### src/rtl/axi4lite_lsu_master_if.sv
// AXI4-Lite master-side bundle used by the LSU bridge.
// The maxi_* names keep it wire-compatible with the pass-through stage's saxi_* ports.
interface axi4lite_lsu_master_if #(
   parameter int ADDR_WIDTH = 64,
   parameter int DATA_WIDTH = 64,
   parameter int STRB_WIDTH = DATA_WIDTH / 8
);
   logic [ADDR_WIDTH-1:0] maxi_araddr;
   logic [2:0]            maxi_arprot;
   logic                  maxi_arvalid;
   logic                  maxi_arready;
   logic [DATA_WIDTH-1:0] maxi_rdata;
   logic [1:0]            maxi_rresp;
   logic                  maxi_rvalid;
   logic                  maxi_rready;
   logic [ADDR_WIDTH-1:0] maxi_awaddr;
   logic [2:0]            maxi_awprot;
   logic                  maxi_awvalid;
   logic                  maxi_awready;
   logic [DATA_WIDTH-1:0] maxi_wdata;
   logic [STRB_WIDTH-1:0] maxi_wstrb;
   logic                  maxi_wvalid;
   logic                  maxi_wready;
   logic [1:0]            maxi_bresp;
   logic                  maxi_bvalid;
   logic                  maxi_bready;

   modport master (
      output maxi_araddr, maxi_arprot, maxi_arvalid, maxi_rready,
             maxi_awaddr, maxi_awprot, maxi_awvalid,
             maxi_wdata, maxi_wstrb, maxi_wvalid, maxi_bready,
      input  maxi_arready, maxi_rdata, maxi_rresp, maxi_rvalid,
             maxi_awready, maxi_wready, maxi_bresp, maxi_bvalid
   );

   modport slave (
      input  maxi_araddr, maxi_arprot, maxi_arvalid, maxi_rready,
             maxi_awaddr, maxi_awprot, maxi_awvalid,
             maxi_wdata, maxi_wstrb, maxi_wvalid, maxi_bready,
      output maxi_arready, maxi_rdata, maxi_rresp, maxi_rvalid,
             maxi_awready, maxi_wready, maxi_bresp, maxi_bvalid
   );
endinterface

### src/rtl/axi4lite_lsu_master.sv
// Single-outstanding load/store bridge from the core pipeline to AXI4-Lite.
// Handles lane steering, strobes, misalignment and load extension.
module axi4lite_lsu_master #(
   parameter int         ADDR_WIDTH     = 64,
   parameter int         AXI_DATA_WIDTH = 64,
   parameter int         STRB_WIDTH     = AXI_DATA_WIDTH / 8,
   parameter logic [2:0] AXI_PROT       = 3'b000
) (
   input  logic                  axi_clk,
   input  logic                  axi_rst,
   input  logic                  req_valid,
   output logic                  req_ready,
   input  logic                  req_we,
   input  logic [1:0]            req_size,
   input  logic                  req_unsigned,
   input  logic [ADDR_WIDTH-1:0] req_addr,
   input  logic [63:0]           req_wdata,
   output logic                  rsp_valid,
   output logic [63:0]           rsp_rdata,
   output logic                  rsp_err,
   axi4lite_lsu_master_if.master maxi
);
   typedef enum logic [2:0] {IDLE, RD_ADDR, RD_DATA, WR_REQ, WR_RESP, RSP} state_t;

   state_t                state_q, state_d;
   logic [ADDR_WIDTH-1:0] addr_q;
   logic [2:0]            off_q;
   logic [1:0]            size_q;
   logic                  uns_q;
   logic [63:0]           wdata_q;
   logic [STRB_WIDTH-1:0] wstrb_q;
   logic                  aw_done_q, w_done_q;
   logic                  err_q;
   logic [63:0]           rdata_q;

   logic                  accept, misaligned;
   logic [STRB_WIDTH-1:0] strb_base;
   logic [63:0]           rd_shifted, rd_ext;

   assign accept = req_valid && (state_q == IDLE);

   always_comb begin
      misaligned = 1'b0;
      strb_base  = 8'h01;
      case (req_size)
         2'd0: begin misaligned = 1'b0;                strb_base = 8'h01; end
         2'd1: begin misaligned = req_addr[0];         strb_base = 8'h03; end
         2'd2: begin misaligned = |req_addr[1:0];      strb_base = 8'h0F; end
         default: begin misaligned = |req_addr[2:0];   strb_base = 8'hFF; end
      endcase
   end

   always_comb begin
      rd_shifted = maxi.maxi_rdata >> {off_q, 3'b000};
      rd_ext     = rd_shifted;
      case (size_q)
         2'd0: rd_ext = uns_q ? {56'd0, rd_shifted[7:0]}  : {{56{rd_shifted[7]}},  rd_shifted[7:0]};
         2'd1: rd_ext = uns_q ? {48'd0, rd_shifted[15:0]} : {{48{rd_shifted[15]}}, rd_shifted[15:0]};
         2'd2: rd_ext = uns_q ? {32'd0, rd_shifted[31:0]} : {{32{rd_shifted[31]}}, rd_shifted[31:0]};
         default: rd_ext = rd_shifted;
      endcase
   end

   always_ff @(posedge axi_clk) begin
      if (axi_rst) state_q <= IDLE;
      else         state_q <= state_d;
   end

   always_comb begin
      state_d = state_q;
      case (state_q)
         IDLE:    if (req_valid) state_d = misaligned ? RSP : (req_we ? WR_REQ : RD_ADDR);
         RD_ADDR: if (maxi.maxi_arready) state_d = RD_DATA;
         RD_DATA: if (maxi.maxi_rvalid) state_d = RSP;
         // Either channel may finish first; advance once both have handshaken.
         WR_REQ:  if ((aw_done_q || maxi.maxi_awready) && (w_done_q || maxi.maxi_wready))
                     state_d = WR_RESP;
         WR_RESP: if (maxi.maxi_bvalid) state_d = RSP;
         RSP:     state_d = IDLE;
         default: state_d = IDLE;
      endcase
   end

   always_ff @(posedge axi_clk) begin
      if (axi_rst) begin
         addr_q    <= '0;
         off_q     <= '0;
         size_q    <= '0;
         uns_q     <= 1'b0;
         wdata_q   <= '0;
         wstrb_q   <= '0;
         aw_done_q <= 1'b0;
         w_done_q  <= 1'b0;
         err_q     <= 1'b0;
         rdata_q   <= '0;
      end else begin
         if (accept) begin
            addr_q    <= {req_addr[ADDR_WIDTH-1:3], 3'b000};
            off_q     <= req_addr[2:0];
            size_q    <= req_size;
            uns_q     <= req_unsigned;
            wdata_q   <= req_wdata << {req_addr[2:0], 3'b000};
            wstrb_q   <= strb_base << req_addr[2:0];
            aw_done_q <= 1'b0;
            w_done_q  <= 1'b0;
            err_q     <= misaligned;
            rdata_q   <= '0;
         end
         if (state_q == WR_REQ) begin
            if (maxi.maxi_awready) aw_done_q <= 1'b1;
            if (maxi.maxi_wready)  w_done_q  <= 1'b1;
         end
         if (state_q == RD_DATA && maxi.maxi_rvalid) begin
            err_q   <= (maxi.maxi_rresp != 2'b00);
            rdata_q <= (maxi.maxi_rresp != 2'b00) ? '0 : rd_ext;
         end
         if (state_q == WR_RESP && maxi.maxi_bvalid) begin
            err_q   <= (maxi.maxi_bresp != 2'b00);
            rdata_q <= '0;
         end
      end
   end

   always_comb begin
      req_ready         = (state_q == IDLE);
      maxi.maxi_arvalid = (state_q == RD_ADDR);
      maxi.maxi_rready  = (state_q == RD_DATA);
      maxi.maxi_awvalid = (state_q == WR_REQ) && !aw_done_q;
      maxi.maxi_wvalid  = (state_q == WR_REQ) && !w_done_q;
      maxi.maxi_bready  = (state_q == WR_RESP);
      rsp_valid         = (state_q == RSP);
      rsp_err           = (state_q == RSP) && err_q;
      rsp_rdata         = (state_q == RSP) ? rdata_q : '0;
   end

   assign maxi.maxi_araddr = addr_q;
   assign maxi.maxi_awaddr = addr_q;
   assign maxi.maxi_arprot = AXI_PROT;
   assign maxi.maxi_awprot = AXI_PROT;
   assign maxi.maxi_wdata  = wdata_q;
   assign maxi.maxi_wstrb  = wstrb_q;
endmodule

### src/flat_wrapper.sv
// flat-port wrapper written by rule: the top's interface ports become plain ports
module axi4lite_lsu_master_flat 
#(
   parameter int         ADDR_WIDTH     = 64,
   parameter int         AXI_DATA_WIDTH = 64,
   parameter int         STRB_WIDTH     = AXI_DATA_WIDTH / 8,
   parameter logic [2:0] AXI_PROT       = 3'b000
)
  (axi_clk, axi_rst, req_valid, req_ready, req_we, req_size, req_unsigned, req_addr, req_wdata, rsp_valid, rsp_rdata, rsp_err, maxi_maxi_araddr, maxi_maxi_arprot, maxi_maxi_arvalid, maxi_maxi_rready, maxi_maxi_awaddr, maxi_maxi_awprot, maxi_maxi_awvalid, maxi_maxi_wdata, maxi_maxi_wstrb, maxi_maxi_wvalid, maxi_maxi_bready, maxi_maxi_arready, maxi_maxi_rdata, maxi_maxi_rresp, maxi_maxi_rvalid, maxi_maxi_awready, maxi_maxi_wready, maxi_maxi_bresp, maxi_maxi_bvalid);
  axi4lite_lsu_master_if #(.ADDR_WIDTH(ADDR_WIDTH), .STRB_WIDTH(STRB_WIDTH)) maxi_i ();
  input  logic axi_clk;
  input  logic axi_rst;
  input  logic req_valid;
  output logic req_ready;
  input  logic req_we;
  input  logic [1:0] req_size;
  input  logic req_unsigned;
  input  logic [ADDR_WIDTH-1:0] req_addr;
  input  logic [63:0] req_wdata;
  output logic rsp_valid;
  output logic [63:0] rsp_rdata;
  output logic rsp_err;
  output wire logic [$bits(maxi_i.maxi_araddr)-1:0] maxi_maxi_araddr;
  output wire logic [$bits(maxi_i.maxi_arprot)-1:0] maxi_maxi_arprot;
  output wire logic [$bits(maxi_i.maxi_arvalid)-1:0] maxi_maxi_arvalid;
  output wire logic [$bits(maxi_i.maxi_rready)-1:0] maxi_maxi_rready;
  output wire logic [$bits(maxi_i.maxi_awaddr)-1:0] maxi_maxi_awaddr;
  output wire logic [$bits(maxi_i.maxi_awprot)-1:0] maxi_maxi_awprot;
  output wire logic [$bits(maxi_i.maxi_awvalid)-1:0] maxi_maxi_awvalid;
  output wire logic [$bits(maxi_i.maxi_wdata)-1:0] maxi_maxi_wdata;
  output wire logic [$bits(maxi_i.maxi_wstrb)-1:0] maxi_maxi_wstrb;
  output wire logic [$bits(maxi_i.maxi_wvalid)-1:0] maxi_maxi_wvalid;
  output wire logic [$bits(maxi_i.maxi_bready)-1:0] maxi_maxi_bready;
  input wire logic [$bits(maxi_i.maxi_arready)-1:0] maxi_maxi_arready;
  input wire logic [$bits(maxi_i.maxi_rdata)-1:0] maxi_maxi_rdata;
  input wire logic [$bits(maxi_i.maxi_rresp)-1:0] maxi_maxi_rresp;
  input wire logic [$bits(maxi_i.maxi_rvalid)-1:0] maxi_maxi_rvalid;
  input wire logic [$bits(maxi_i.maxi_awready)-1:0] maxi_maxi_awready;
  input wire logic [$bits(maxi_i.maxi_wready)-1:0] maxi_maxi_wready;
  input wire logic [$bits(maxi_i.maxi_bresp)-1:0] maxi_maxi_bresp;
  input wire logic [$bits(maxi_i.maxi_bvalid)-1:0] maxi_maxi_bvalid;
  assign maxi_maxi_araddr = maxi_i.maxi_araddr;
  assign maxi_maxi_arprot = maxi_i.maxi_arprot;
  assign maxi_maxi_arvalid = maxi_i.maxi_arvalid;
  assign maxi_maxi_rready = maxi_i.maxi_rready;
  assign maxi_maxi_awaddr = maxi_i.maxi_awaddr;
  assign maxi_maxi_awprot = maxi_i.maxi_awprot;
  assign maxi_maxi_awvalid = maxi_i.maxi_awvalid;
  assign maxi_maxi_wdata = maxi_i.maxi_wdata;
  assign maxi_maxi_wstrb = maxi_i.maxi_wstrb;
  assign maxi_maxi_wvalid = maxi_i.maxi_wvalid;
  assign maxi_maxi_bready = maxi_i.maxi_bready;
  assign maxi_i.maxi_arready = maxi_maxi_arready;
  assign maxi_i.maxi_rdata = maxi_maxi_rdata;
  assign maxi_i.maxi_rresp = maxi_maxi_rresp;
  assign maxi_i.maxi_rvalid = maxi_maxi_rvalid;
  assign maxi_i.maxi_awready = maxi_maxi_awready;
  assign maxi_i.maxi_wready = maxi_maxi_wready;
  assign maxi_i.maxi_bresp = maxi_maxi_bresp;
  assign maxi_i.maxi_bvalid = maxi_maxi_bvalid;
  axi4lite_lsu_master #(.ADDR_WIDTH(ADDR_WIDTH), .AXI_DATA_WIDTH(AXI_DATA_WIDTH), .STRB_WIDTH(STRB_WIDTH), .AXI_PROT(AXI_PROT)) u_core (.axi_clk(axi_clk), .axi_rst(axi_rst), .req_valid(req_valid), .req_ready(req_ready), .req_we(req_we), .req_size(req_size), .req_unsigned(req_unsigned), .req_addr(req_addr), .req_wdata(req_wdata), .rsp_valid(rsp_valid), .rsp_rdata(rsp_rdata), .rsp_err(rsp_err), .maxi(maxi_i));
endmodule
### config.mk
export PLATFORM = sky130hd
export DESIGN_NAME = axi4lite_lsu_master_flat
export DESIGN_NICKNAME = d
export VERILOG_FILES = /design/src/rtl/axi4lite_lsu_master_if.sv /design/src/rtl/axi4lite_lsu_master.sv /design/src/flat_wrapper.sv
export SDC_FILE = /design/constraint.sdc
export NUM_CORES = 1
export LEC_CHECK = 0
export CAP_MARGIN = 20
export CORE_MARGIN = 5
export CORE_UTILIZATION = 25
export CTS_BUF_LIST = sky130_fd_sc_hd__clkbuf_4 sky130_fd_sc_hd__clkbuf_8 sky130_fd_sc_hd__clkbuf_16
export DETAILED_ROUTE_END_ITERATION = 10
export RECOVER_POWER = 25
export SETUP_SLACK_MARGIN = 0.4
export SLEW_MARGIN = 20
export SYNTH_ARGS = -nofsm -noshare
export SYNTH_HDL_FRONTEND = slang
export SYNTH_SLANG_ARGS = --single-unit
### constraint.sdc
create_clock -name axi_clk -period 4.5 [get_ports axi_clk]
set_input_delay 0.675 -clock axi_clk [delete_from_list [all_inputs] [get_ports axi_clk]]
set_output_delay 0.675 -clock axi_clk [all_outputs]
set_load 0.1 [all_outputs]
==> results.cfg, run 1 <==
[outcome]
status = finished with violations
violations = max-capacitance violations, max-slew violations

[sta]
setup_viol = 0
fin_ws_ps = 782
rsz0062_at_grt = no
maxSlewHeadroom = -0.489
tightest_slew_ps = 2230
max_freq_mhz = 269
final.setup.tns_ps = 0
finalClockSkew_ps = 17.4
finalMaxSlewViolations = 130
period_share = 0.826
post-route-min-period_ps = 3720
report.final.hold_viol_count = 0
whs_ps = 454

[clocking]
insertion_delay_ps = 540
tritoncts = yes
cts-root-buf = clkbuf_16
hold_buffers = 0
cts_resized = 0
cts_buffer_depth = 3
cts_setup_buffers = 0
clock-sinks = 209
cts_buffers = 26
h-tree-depth = 1
path_clk_slew_ps = 50

[logic_synthesis]
synth-seq-cells = 209
synthSimpleGateAreaFrac = 0.196
avgSynthCellArea_sq_um = 8.06
synth_top_family_by_area = compound AO/OA/AOI/OAI gates
synth_compound_area_frac = 0.220
synth_edf_count = 0
yosysSeqAreaShare = 0.355
syn-instance-count = 1461
netlist_top_cells_area = dfxtp_1, nand2_1, mux2i_1
synthMuxAreaShare = 0.128
synth_top_area_frac = 0.355
yosysUniqueCellTypes = 59
syn_area_sq_um = 11800
synth-adder-area-share = 0
synthXorXnorAreaFrac = 0
yosys_warnings = 0
ys_async_sr_fraction = 0
yosysTopAreaCell = dfxtp_1
synth-main-ff-cell = dfxtp_1

[pwr]
switchingPower_mw = 6.05
seqPwrFrac = 0.228
fin_total_pwr_mw = 11.0
switching_share = 0.550
ir_drop_mv = 0.529
p_int_mw = 4.95
combPwrFrac = 0.580
powerDensity_nw_per_um2 = 647
pwr-share-clk = 0.192
p_leak_nw = 6.09

[detailed_routing]
wl_per_cell_um = 21.5
dr_total_vias = 12100
drt_pass1_iterations = 5
drc = 0
vias_per_cell = 5.01
ant_nets = 0
wl_um = 51700
drtIter0Drc = 909

[grt]
antenna_found_initial = 2
grt_pass1_wl_um = 75100
grt_overflow = 0
globalRouteTotalUtil = 0.185
grt_pass1_vias = 11900
grt_max_degree = 104

[floorplan]
die_area_sq_um = 51500
io_pins = 486
die_height_um = 227
die_w_um = 227
num_rows = 79
start_util = 0.253
core-area_sq_um = 46600

[placed_design]
dpl-instance-area_sq_um = 16200
placed_cells = 2358
detailed_place_hpwl_um = 38800
io_buffers = 473
dp_slack_ps = 1290
finalWeightedCongestion = 0.964

[finish]
fin_util = 0.365
layout-drive-gt1-share = 0.111
fin_area_sq_um = 17000
syn_to_final_growth_pct = 44.4
stdcell_count = 2405
final_nets = 1987

[worst_hold_path]
min_path_type = flop to flop

[run]
maxCapViolCount = 2

[worst_setup_path]
endpoint_kind = flop
critPathKind = flop to flop
worstPathArrival_ps = 4160
startpoint_type = flop
crit_required_ps = 4940
path_max_fanout = 48
[cells in the mapped netlist (all sizes together) (2+ instances only)]
cell / instances
a211o: 2
a211oi: 60
a21o: 3
a21oi: 139
a221o: 7
a22oi: 35
a2bb2oi: 15
a32oi: 15
and2: 77
buf: 114
clkbuf: 97
dfxtp: 209
inv: 13
mux2: 33
mux2i: 78
mux4: 16
nand2: 216
nand2b: 4
nand3: 3
nor2: 118
nor2b: 19
nor3: 20
nor3b: 12
nor4: 12
o211ai: 7
o21a: 3
o21ai: 81
o221ai: 8
o22a: 7
o22ai: 2
o31ai: 7
o32ai: 7
or2: 4
or3: 3
or3b: 2
[worst max-delay path, stage by stage (launching register included)]
cell and delay, ps:
dfxtp_1 670, mux2i_1 230, or3_1 570, and2_1 220, clkbuf_1 1580, nand2_1 190
o31ai_2 130
[power by group through the flow]
stage | combinational (mW) | sequential, mW | clock, mW
final | 6.38 | 2.50 | 2.12
after global placement | 6.41 | 2.53 | 0
after CTS | 6.44 | 2.51 | 2.17
after global routing | 6.64 | 2.55 | 2.25
after detailed placement | 6.42 | 2.54 | 0
after floorplan | 3.03 | 4.38 | 0
[cell families (layout without fill, tap and decap cells)]
| family | after synthesis | after routing |
|---|---|---|
| mux | 127 | 127 |
| buf+inv | 225 | 550 |
| simple gates | 495 | 495 |
| compound gates | 404 | 404 |
| flops | 209 | 209 |
| other cells | 1 | 13 |
[area by class of cell]
class	instances	area [sq um]
Multi-Input combinational cell	1038	6460
Inverter	14	52.6
Tap cell	607	759
Clock buffer	37	782
Clock inverter	9	85.1
Antenna cell	1	2.50
Timing Repair Buffer	490	4670
Sequential cell	209	4190
Fill cell	4820	29600
[flip-flops by register name, summed over array words and instances (netlist names)]
register	cells
u_core.maxi.maxi_araddr	61
u_core.w_done_q	1
u_core.uns_q	1
u_core.maxi.maxi_wstrb	8
u_core.err_q	1
u_core.state_q	3
u_core.size_q	2
u_core.rdata_q	64
u_core.off_q	3
u_core.maxi.maxi_wdata	64
u_core.aw_done_q	1
[layout by cell type (no fill, tap or decap), drive strengths merged, types with 3 or more instances in the layout]
| master | n |
|---|---|
| nor2b | 19 |
| nand3 | 3 |
| a22oi | 35 |
| clkinv | 6 |
| a221o | 7 |
| nor3b | 12 |
| conb | 12 |
| nor4 | 12 |
| o221ai | 8 |
| a21o | 3 |
| o31ai | 7 |
| mux2 | 33 |
| dfxtp | 209 |
| o22a | 7 |
| and2 | 77 |
| or3 | 3 |
| clkdlybuf4s50 | 401 |
| o21a | 3 |
| a2bb2oi | 15 |
| a211oi | 60 |
| a32oi | 15 |
| o21ai | 81 |
| o32ai | 7 |
| clkbuf | 44 |
| mux4 | 16 |
| nor2 | 118 |
| o211ai | 7 |
| mux2i | 78 |
| clkinvlp | 3 |
| nand2b | 4 |
| nor3 | 20 |
| nand2 | 216 |
| or2 | 4 |
| buf | 82 |
| a21oi | 139 |
| inv | 13 |
[path summary, 6_finish.rpt]
| check | to | startpoint | cells past startpoint | slack, ps |
|---|---|---|---|---|
| worst max register to register | u_core.rdata_q[61] | u_core.state_q[1] | 6 | 780 |
| worst min register to register | u_core.rdata_q[36] | u_core.rdata_q[36] | 2 | 450 |
| worst max-delay path | u_core.rdata_q[61] | u_core.state_q[1] | 6 | 780 |
| worst min-delay path | u_core.rdata_q[36] | u_core.rdata_q[36] | 2 | 450 |
[layer usage]
layer / up-vias / track usage / share of wire
met4: 4 / 0.0475 / 0.024
met3: 75 / 0.0518 / 0.095
met5: - / 0 / 0.00048
met1: 5705 / 0.228 / 0.40
met2: 562 / 0.322 / 0.48
li1: 5710 / - / -
No activity file was read; power rests on OpenSTA's default activity.
==> run 2, diff against run 1 <==
Clock period 4.5 ns to 3.9 ns, I/O delays scaled along.
==> run 2 against run 1 <==
Effect of this change: the run still ends with max-capacitance violations, max-slew violations left; global-route usage rose by 0.40 points; register-to-register slack worse by 240 ps; via count fell by 0.36%; combinational power is 17% higher; utilization rose by 0.34 points; die area stayed put; flip-flop and latch count unchanged; routed wire length rose by 1.3%; final area up 0.92%; total power up 16%; sequential share of layout area fell by 0.23 points; hold slack barely moved; critical endpoint is now u_core.maxi.maxi_wdata[40].
==> results.cfg, run 2 (synthesis results as in run 1) <==
[grt]
grt_pass1_wl_um = 76100
grt_max_degree = 147
grt_pass1_vias = 11900
globalRouteTotalUtil = 0.189
antenna_found_initial = 3
grt_overflow = 0

[clocking]
cts_buffer_depth = 3
clock-sinks = 209
h-tree-depth = 1
cts_buffers = 26
tritoncts = yes
hold_buffers = 0
cts_setup_buffers = 0
path_clk_slew_ps = 60
insertion_delay_ps = 540
cts-root-buf = clkbuf_16
cts_resized = 0

[placed_design]
detailed_place_hpwl_um = 39800
dp_slack_ps = 906
finalWeightedCongestion = 0.911
io_buffers = 473
placed_cells = 2371

[detailed_routing]
drc = 0
drtIter0Drc = 976
wl_um = 52400
wl_per_cell_um = 21.7
ant_nets = 0
dr_total_vias = 12000
drt_pass1_iterations = 5
vias_per_cell = 4.97

[pwr]
ir_drop_mv = 0.556
powerDensity_nw_per_um2 = 744
p_leak_nw = 6.20

[finish]
fin_util = 0.369
layout-drive-gt1-share = 0.122
stdcell_count = 2419
n_antenna_cell = 0
layout_commonest_cell = clkdlybuf4s50_1
syn_to_final_growth_pct = 45.7
final_nets = 2000
layout_common_cells = clkdlybuf4s50_1, nand2_1, dfxtp_1

[sta]
max_freq_mhz = 298
maxSlewHeadroom = -0.192
whs_ps = 454
finalMaxSlewViolations = 124
setup_viol = 0
finalClockSkew_ps = 22.5
rsz0062_at_grt = no
final.setup.tns_ps = 0
period_share = 0.862
tightest_slew_ps = 1790
fin_ws_ps = 539
report.final.hold_viol_count = 0
post-route-min-period_ps = 3360

[floorplan]
core-area_sq_um = 46600
io_pins = 486
die_area_sq_um = 51500
start_util = 0.253
die_w_um = 227
num_rows = 79
die_height_um = 227

[outcome]
violations = max-capacitance violations, max-slew violations
status = finished with violations

[run]
maxCapViolCount = 3

[worst_setup_path]
endpoint_kind = flop
rr_worst_depth = 4
slowest_delay_ps = 1380
path_cells = nor3_2 > and2_1 > o221ai_1 > nor3b_1
path_max_fanout = 33
startpoint_type = flop
critPathKind = flop to flop
crit_required_ps = 4280
slowest_stage = and2_1
worstPathArrival_ps = 3740

[worst_hold_path]
min_path_type = flop to flop
holdPathStages = 2
==> run 2: cell types whose count changed in the layout (fill, tap and decap cells not counted), sizes merged <==
cell / change
clkinv: +1
buf: +21
clkdlybuf4s50: -3
diode: -1
clkbuf: -4
==> run 2: worst paths after layout <==
path / start / end / slack, ps
setup / recovery: u_core.state_q[1] / u_core.maxi.maxi_wdata[40] / 540
hold / removal: u_core.rdata_q[32] / u_core.rdata_q[32] / 450
setup reg to reg: u_core.state_q[1] / u_core.maxi.maxi_wdata[40] / 540
hold reg to reg: u_core.rdata_q[32] / u_core.rdata_q[32] / 450
==> run 2: layer usage <==
| layer | vias up | wire (um) | global-route usage |
|---|---|---|---|
| li1 | 5745 | - | - |
| met1 | 5658 | 20700 | 0.234 |
| met2 | 545 | 25900 | 0.333 |
| met3 | 63 | 4420 | 0.0458 |
| met4 | 2 | 1360 | 0.0469 |
| met5 | - | 11 | 0 |
==> run 2: area by class of cell <==
type / instances / area, sq um
Clock buffer: 38 / 790
Clock inverter: 10 / 86.3
Fill cell: 4801 / 29400
Inverter: 14 / 52.6
Multi-Input combinational cell: 1038 / 6490
Sequential cell: 209 / 4180
Tap cell: 607 / 759
Timing Repair Buffer: 503 / 4800
==> run 2: critical path, delay by kind of cell, from the launching register on <==
kind | cells | cell delay [ps]
DFF | 1 | 470
AOI/OAI and AO/OA | 1 | 650
and+or+nand+nor | 3 | 2070
==> run 2: through the flow <==
step           power [mW]  area (sq um)
2_1_floorplan        8.56         11800
3_3_place_gp         10.4         16300
3_5_place_dp         10.4         16300
4_1_cts              12.9         17200
5_1_grt              13.3         17200
6_report             12.8         17200
==> run 2: power by group <==
part           internal, mW  total (mW)  switching [mW]
Clock                  1.47        2.44           0.973
Sequential             2.51        2.88           0.369
Combinational          1.79        7.44            5.65
Total                  5.77        12.8            7.00
